### config.mk
export PLATFORM = sky130hd
export DESIGN_NAME = scaler_cubic_filter
export DESIGN_NICKNAME = d
export VERILOG_FILES = /design/src/rtl/scaler_cubic_filter_pkg.sv /design/src/rtl/scaler_fifo.sv /design/src/rtl/scaler_cubic_filter.sv
export SDC_FILE = /design/constraint.sdc
export NUM_CORES = 1
export LEC_CHECK = 0
export ABC_CLOCK_PERIOD_IN_PS = 7200
export CORE_MARGIN = 2
export CORE_UTILIZATION = 34
export DETAILED_ROUTE_END_ITERATION = 10
export GPL_TIMING_DRIVEN = 0
export SYNTH_ARGS = -nofsm -noshare
export SYNTH_HDL_FRONTEND = slang
export SYNTH_SLANG_ARGS = --single-unit
### constraint.sdc
create_clock -name clk -period 7.2 [get_ports clk]
set_clock_uncertainty 0.15 [all_clocks]
set_input_delay 1.44 -clock clk [delete_from_list [all_inputs] [get_ports clk]]
set_output_delay 1.44 -clock clk [all_outputs]
set_load 0.02 [all_outputs]
### src/rtl/scaler_cubic_filter_pkg.sv
// scaler_cubic_filter_pkg: width helpers and rounding constant shared across scaler stages.
// Revision 1.0 - initial release.
`default_nettype none

`ifndef CLOG2
`define CLOG2(x) $clog2(x)
`endif

package scaler_cubic_filter_pkg;

  // Signed product of a zero-extended pixel and a signed coefficient.
  function automatic int prod_width(input int pix_w, input int coe_w);
    return pix_w + coe_w + 1;
  endfunction

  function automatic int pair_width(input int pix_w, input int coe_w);
    return prod_width(pix_w, coe_w) + 1;
  endfunction

  function automatic int total_width(input int pix_w, input int coe_w);
    return pair_width(pix_w, coe_w) + 1;
  endfunction

  function automatic int round_const(input int frac);
    return 1 << (frac - 1);
  endfunction

endpackage

`default_nettype wire

### src/rtl/scaler_fifo.sv
// scaler_fifo: first-word-fall-through FIFO with occupancy count; head reads as zero when empty.
// Revision 1.0 - initial release.
`default_nettype none

module scaler_fifo #(
  parameter int WIDTH = 10,
  parameter int DEPTH = 8,
  localparam int AW   = $clog2(DEPTH)
) (
  input  logic             clk,
  input  logic             rst_n,
  input  logic             push,
  input  logic [WIDTH-1:0] din,
  input  logic             pop,
  output logic [WIDTH-1:0] dout,
  output logic             valid,
  output logic [AW:0]      count
);

  logic [WIDTH-1:0] mem [DEPTH];
  logic [AW-1:0]    wr_ptr;
  logic [AW-1:0]    rd_ptr;
  logic             do_pop;

  assign valid  = (count != '0);
  assign do_pop = pop && valid;
  assign dout   = valid ? mem[rd_ptr] : '0;

  always_ff @(posedge clk or negedge rst_n) begin
    if (!rst_n) begin
      wr_ptr <= '0;
      rd_ptr <= '0;
      count  <= '0;
    end else begin
      if (push) wr_ptr <= wr_ptr + 1'b1;
      if (do_pop) rd_ptr <= rd_ptr + 1'b1;
      if (push && !do_pop) count <= count + 1'b1;
      else if (!push && do_pop) count <= count - 1'b1;
    end
  end

  always_ff @(posedge clk) begin
    if (push) mem[wr_ptr] <= din;
  end

endmodule

`default_nettype wire

### src/rtl/scaler_cubic_filter.sv
// scaler_cubic_filter: 4-tap cubic interpolation MAC with round/clamp and credit-controlled output FIFO.
// Revision 1.0 - initial release.
`default_nettype none

module scaler_cubic_filter
  import scaler_cubic_filter_pkg::*;
#(
  parameter int PIX_WIDTH  = 8,
  parameter int COE_DEPTH  = 32,
  parameter int COE_WIDTH  = 10,
  parameter int COE_FRAC   = 8,
  parameter int USER_WIDTH = 2,
  parameter int FIFO_DEPTH = 8,
  localparam int PW        = `CLOG2(COE_DEPTH)
) (
  input  logic                   clk,
  input  logic                   rst_n,
  input  logic                   s_valid,
  output logic                   s_ready,
  input  logic [4*PIX_WIDTH-1:0] s_pix,
  input  logic [PW-1:0]          s_phase,
  input  logic [USER_WIDTH-1:0]  s_user,
  output logic [PW-1:0]          coe_addr,
  input  logic [COE_WIDTH-1:0]   coe0,
  input  logic [COE_WIDTH-1:0]   coe1,
  input  logic [COE_WIDTH-1:0]   coe2,
  input  logic [COE_WIDTH-1:0]   coe3,
  output logic                   m_valid,
  input  logic                   m_ready,
  output logic [PIX_WIDTH-1:0]   m_pix,
  output logic [USER_WIDTH-1:0]  m_user
);

  localparam int PROD_W = prod_width(PIX_WIDTH, COE_WIDTH);
  localparam int PAIR_W = pair_width(PIX_WIDTH, COE_WIDTH);
  localparam int TOT_W  = total_width(PIX_WIDTH, COE_WIDTH);
  localparam int ROUND  = round_const(COE_FRAC);
  localparam int FAW    = $clog2(FIFO_DEPTH);
  localparam int CW     = FAW + 2;

  logic                   accept;
  logic [3:0]             stage_v;
  logic [4*PIX_WIDTH-1:0] pix0, pix1;
  logic [USER_WIDTH-1:0]  user0, user1, user2, user3;
  logic [COE_WIDTH-1:0]   coe [4];
  logic signed [PROD_W-1:0] prod [4];
  logic signed [PAIR_W-1:0] sum01, sum23;
  logic signed [TOT_W-1:0]  total, rounded;
  logic [PIX_WIDTH-1:0]   clamped;
  logic [FAW:0]           fifo_count;
  logic [CW-1:0]          credit;

  assign accept = s_valid && s_ready;
  assign coe[0] = coe0;
  assign coe[1] = coe1;
  assign coe[2] = coe2;
  assign coe[3] = coe3;

  // Includes this cycle's acceptance; pops only free credit one cycle later.
  assign credit = {1'b0, fifo_count} + CW'(stage_v[0]) + CW'(stage_v[1])
                + CW'(stage_v[2]) + CW'(stage_v[3]) + CW'(accept);

  always_ff @(posedge clk or negedge rst_n) begin
    if (!rst_n) begin
      stage_v  <= '0;
      coe_addr <= '0;
      s_ready  <= 1'b0;
    end else begin
      stage_v  <= {stage_v[2:0], accept};
      s_ready  <= (credit < CW'(FIFO_DEPTH));
      if (accept) coe_addr <= s_phase;
    end
  end

  always_ff @(posedge clk) begin
    if (accept) begin
      pix0  <= s_pix;
      user0 <= s_user;
    end
    pix1  <= pix0;
    user1 <= user0;
    user2 <= user1;
    user3 <= user2;
    sum01 <= PAIR_W'(prod[0]) + PAIR_W'(prod[1]);
    sum23 <= PAIR_W'(prod[2]) + PAIR_W'(prod[3]);
  end

  // ROM data is aligned with pix1 here, one edge after coe_addr was loaded.
  for (genvar i = 0; i < 4; i++) begin : g_mul
    always_ff @(posedge clk) begin
      prod[i] <= PROD_W'($signed({1'b0, pix1[i*PIX_WIDTH +: PIX_WIDTH]}))
               * PROD_W'($signed(coe[i]));
    end
  end

  always_comb begin
    total   = TOT_W'(sum01) + TOT_W'(sum23);
    rounded = (total + $signed(TOT_W'(ROUND))) >>> COE_FRAC;
    clamped = rounded[PIX_WIDTH-1:0];
    if (rounded[TOT_W-1]) clamped = '0;
    else if (|rounded[TOT_W-2:PIX_WIDTH]) clamped = '1;
  end

  scaler_fifo #(
    .WIDTH (USER_WIDTH + PIX_WIDTH),
    .DEPTH (FIFO_DEPTH)
  ) u_fifo (
    .clk   (clk),
    .rst_n (rst_n),
    .push  (stage_v[3]),
    .din   ({user3, clamped}),
    .pop   (m_ready),
    .dout  ({m_user, m_pix}),
    .valid (m_valid),
    .count (fifo_count)
  );

endmodule

`default_nettype wire

==> Implementation_results.wiki <==
{| class="wikitable"
! Metric !! Value
|-
| Shortest clock period the worst path allows after layout || 5963 ps
|-
| Number of failing hold endpoints at the final stage || 0
|-
| Htree depth || 2
|-
| Total overflow reported by the global router || 0
|-
| Sequential area share after synthesis || 30.54%
|-
| Flip-flop cell with the highest count after synthesis || sky130_fd_sc_hd__dfxtp_1
|-
| Remaining number of nets flagged by the antenna check after routing || 0
|-
| Number of max-slew violations in the final report || 0
|-
| Final HPWL from detailed placement || 36320 um
|-
| Clock Tree Buf Depth || 3
|-
| Most frequent cells after synthesis || 493 x sky130_fd_sc_hd__inv_1, 269 x sky130_fd_sc_hd__fa_1, 235 x sky130_fd_sc_hd__ha_1
|-
| Proportion of netlist area held by the largest area contributor || 23.47%
|-
| Worst setup path end || prod[3][18]$_DFF_P_
|-
| Number of placement rows || 95
|-
| Clock sink count || 288
|-
| Final Non-Filler Cells || 3214
|-
| Clock latency at the later pin of the worst-skew pair || 550 ps
|-
| Final number of setup-violating endpoints || 0
|-
| Critical path type || primary input to flop
|-
| FF-to-FF Start || pix1[24]$_DFF_P_
|-
| Worst slew slack as a fraction of its limit || 25.19%
|-
| Number of synthesized flops with an enable pin || 114
|-
| Worst Setup End Kind || flop
|-
| Via Count || 14430
|-
| Port-buffer cells || 96
|-
| Worst min path class || flop to flop
|-
| Final estimated routing congestion in global placement || 0.8356
|-
| Number of warning messages in the yosys log || 0
|-
| Setup slack on the worst flop-to-flop path || 2100 ps
|-
| Total setup buffers inserted after CTS || 0
|-
| First-pass detailed-route iteration total || 5
|-
| Routed length per placed instance || 14.07 um
|-
| Synth async-reset ratio || 6.944%
|-
| Layout cells sized above 1 || 5.171%
|-
| End of the worst register-to-register path || prod[3][18]$_DFF_P_
|-
| Total nets after synthesis || 2766
|-
| Worst Max-Slew Pin Slew || 1118 ps
|-
| Drt first-iter violations || 576
|-
| Number of I/O pins || 100
|-
| Number of violations of the max-capacitance limit || 0
|-
| Full die area || 69580 um^2
|-
| Hold_buf cts || 0
|-
| Result of the run || complete, no violations
|-
| Root buffer cell || sky130_fd_sc_hd__clkbuf_16
|-
| Post-cts resize count || 0
|-
| FF-to-FF path depth || 15
|-
| Total standard cell area after synthesis || 22940 um^2
|-
| Residual DRC count || 0
|-
| Total of flip-flops plus latches after synthesis || 288
|-
| Startpoint type of the worst setup path || primary input
|-
| Global-route wire length before repair || 77160 um
|-
| Worst-path fanout max || 8
|-
| Largest net degree at the start of global routing || 21
|-
| Setup repair after global routing missed its margin || false
|-
| Final worst path period share || 82.81%
|-
| Placed Cells || 3151
|-
| TritonCTS clock tree || yes
|-
| Die W || 263.8 um
|-
| Total Routed Length || 45230 um
|-
| Post-layout net count || 2902
|-
| Area contributors post-synth || sky130_fd_sc_hd__fa_1 23%, sky130_fd_sc_hd__edfxtp_1 15%, sky130_fd_sc_hd__dfxtp_1 13%
|-
| Number of global-route vias before repair || 15550
|-
| Height of the die || 263.8 um
|-
| Endpoint required time on the critical path || 7460 ps
|-
| GR Util All Layers || 13.53%
|-
| Synth Area per Inst || 10.53 um^2
|-
| Clock slew seen by the registers of the worst setup and hold paths || 60 ps
|-
| Signed area change from the synthesized netlist to the final layout || 14.28%
|-
| Highest attainable clock frequency || 167.7 MHz
|-
| Initial antenna violation count || 3
|-
| Post-synthesis cell count || 2179
|-
| Critical path arrival || 6230 ps
|-
| Clock buffers created by TritonCTS || 35
|-
| Floorplan Core Area || 67040 um^2
|-
| Startpoint of the most critical setup path || coe3[7]
|-
| Ratio of routed vias to standard cells || 4.490
|-
| Total negative slack for setup checks || 0 ps
|-
| Most instantiated library cell after synthesis || sky130_fd_sc_hd__inv_1
|-
| Cell type contributing the most total cell area after synthesis || sky130_fd_sc_hd__fa_1
|-
| Starting utilization of the core area || 34.23%
|-
| Distinct cell type count of the synthesized netlist || 69
|}
registers in the layout (all words and copies together), names as in the netlist:
| register | count |
|---|---|
| stage_v | 4 |
| u_fifo.rd_ptr | 3 |
| user2 | 2 |
| coe_addr | 5 |
| pix1 | 32 |
| u_fifo.mem | 80 |
| u_fifo.wr_ptr | 3 |
| sum01 | 20 |
| user3 | 2 |
| s_ready | 1 |
| user0 | 2 |
| pix0 | 32 |
| prod | 76 |
| user1 | 2 |
| u_fifo.count | 4 |
| sum23 | 20 |
cell families after synthesis:
group	Yosys count	share of synthesized area (%)
buffers and inverters	526	8.616
adder cells (fa/ha/maj)	504	36.29
AND/OR/NAND/NOR	490	10.81
flip-flops	288	30.54
AO/OA/AOI/OAI	218	6.571
XOR/XNOR	115	4.390
multiplexers	38	2.792
layer usage:
| layer | vias to the layer above | track usage, % | part of all wire, % |
|---|---|---|---|
| li1 | 7147 | - | - |
| met1 | 6999 | 17.50 | 46 |
| met2 | 208 | 22.93 | 47 |
| met3 | 72 | 2.200 | 3.8 |
| met4 | 4 | 4.776 | 2.9 |
| met5 | - | 0 | 0.027 |
worst max-delay path, cell delays in order:
cell and delay (ps):
sky130_fd_sc_hd__clkdlybuf4s50_1 650, sky130_fd_sc_hd__nand2_1 130, sky130_fd_sc_hd__fa_1 550, sky130_fd_sc_hd__inv_1 50, sky130_fd_sc_hd__fa_1 510, sky130_fd_sc_hd__inv_1 60, sky130_fd_sc_hd__fa_1 490, sky130_fd_sc_hd__fa_1 490
sky130_fd_sc_hd__inv_1 40, sky130_fd_sc_hd__ha_1 310, sky130_fd_sc_hd__o21a_1 120, sky130_fd_sc_hd__nor2_1 150, sky130_fd_sc_hd__o21ai_1 100, sky130_fd_sc_hd__a31o_2 280, sky130_fd_sc_hd__a311o_1 330, sky130_fd_sc_hd__a2111oi_0 410
sky130_fd_sc_hd__a211oi_1 90
worst min-delay path by stage:
stage,from,slack [ps],end,cells after the start
2_1_floorplan,user1[0]$_DFF_P_,160,user2[0]$_DFF_P_,0
3_3_place_gp,user1[1]$_DFF_P_,170,user2[1]$_DFF_P_,0
3_5_place_dp,user1[1]$_DFF_P_,170,user2[1]$_DFF_P_,0
4_1_cts,user2[1]$_DFF_P_,180,user3[1]$_DFF_P_,0
5_1_grt,user2[1]$_DFF_P_,180,user3[1]$_DFF_P_,0
6_report,user1[1]$_DFF_P_,180,user2[1]$_DFF_P_,0
cell type report:
| type | count | area [um^2] |
|---|---|---|
| inverters | 493 | 1851 |
| clock inverters | 14 | 88.84 |
| well taps | 873 | 1092 |
| diodes | 1 | 2.502 |
| flip-flops and latches | 288 | 7007 |
| plain buffers | 33 | 126.4 |
| multi-input cells | 1365 | 13970 |
| fillers | 6513 | 40820 |
| clock buffers | 48 | 1080 |
| repair buffers | 99 | 1003 |
through the flow:
stage	cell area, um^2	hold slack [ps]	setup WS (ps)	util, %
floorplan	22940	159.6	1431	-
global route	26220	178.3	1014	39.11
detailed placement	25050	165.4	708.7	37.37
finish	26220	176.1	1237	39.11
global placement	25000	165.8	720.5	37.29
CTS	26220	175.3	1285	39.11
layout by cell type, fill, tap and decap left out, types with 5 or more instances in the layout:
cell                              instances
sky130_fd_sc_hd__and3_1                  11
sky130_fd_sc_hd__a21o_1                  30
sky130_fd_sc_hd__ha_1                   235
sky130_fd_sc_hd__clkdlybuf4s50_1         96
sky130_fd_sc_hd__o21bai_1                10
sky130_fd_sc_hd__inv_1                  492
sky130_fd_sc_hd__nor3_1                  12
sky130_fd_sc_hd__xor2_1                  28
sky130_fd_sc_hd__dfrtp_1                 20
sky130_fd_sc_hd__o31ai_1                  7
sky130_fd_sc_hd__nor2b_1                  8
sky130_fd_sc_hd__nor2_1                  39
sky130_fd_sc_hd__a21oi_1                 65
sky130_fd_sc_hd__xnor2_1                 87
sky130_fd_sc_hd__clkbuf_16               39
sky130_fd_sc_hd__nand2b_1                 6
sky130_fd_sc_hd__fa_1                   269
sky130_fd_sc_hd__a211oi_1                15
sky130_fd_sc_hd__edfxtp_1               114
sky130_fd_sc_hd__or2_2                    5
sky130_fd_sc_hd__nand3_1                 16
sky130_fd_sc_hd__clkinv_2                 6
sky130_fd_sc_hd__nand2_1                190
sky130_fd_sc_hd__o21a_1                  15
sky130_fd_sc_hd__mux2i_1                 10
sky130_fd_sc_hd__a31o_2                   5
sky130_fd_sc_hd__or3_1                   10
sky130_fd_sc_hd__mux2_2                   8
sky130_fd_sc_hd__dfxtp_1                154
sky130_fd_sc_hd__clkbuf_1                32
sky130_fd_sc_hd__and2_1                 178
sky130_fd_sc_hd__clkbuf_8                 7
sky130_fd_sc_hd__o21ai_0                 25
sky130_fd_sc_hd__mux4_2                  20
Power is left out: the tool's default activity adds up to more than one toggle a clock period on the data nets, which glitch-free logic cannot reach.
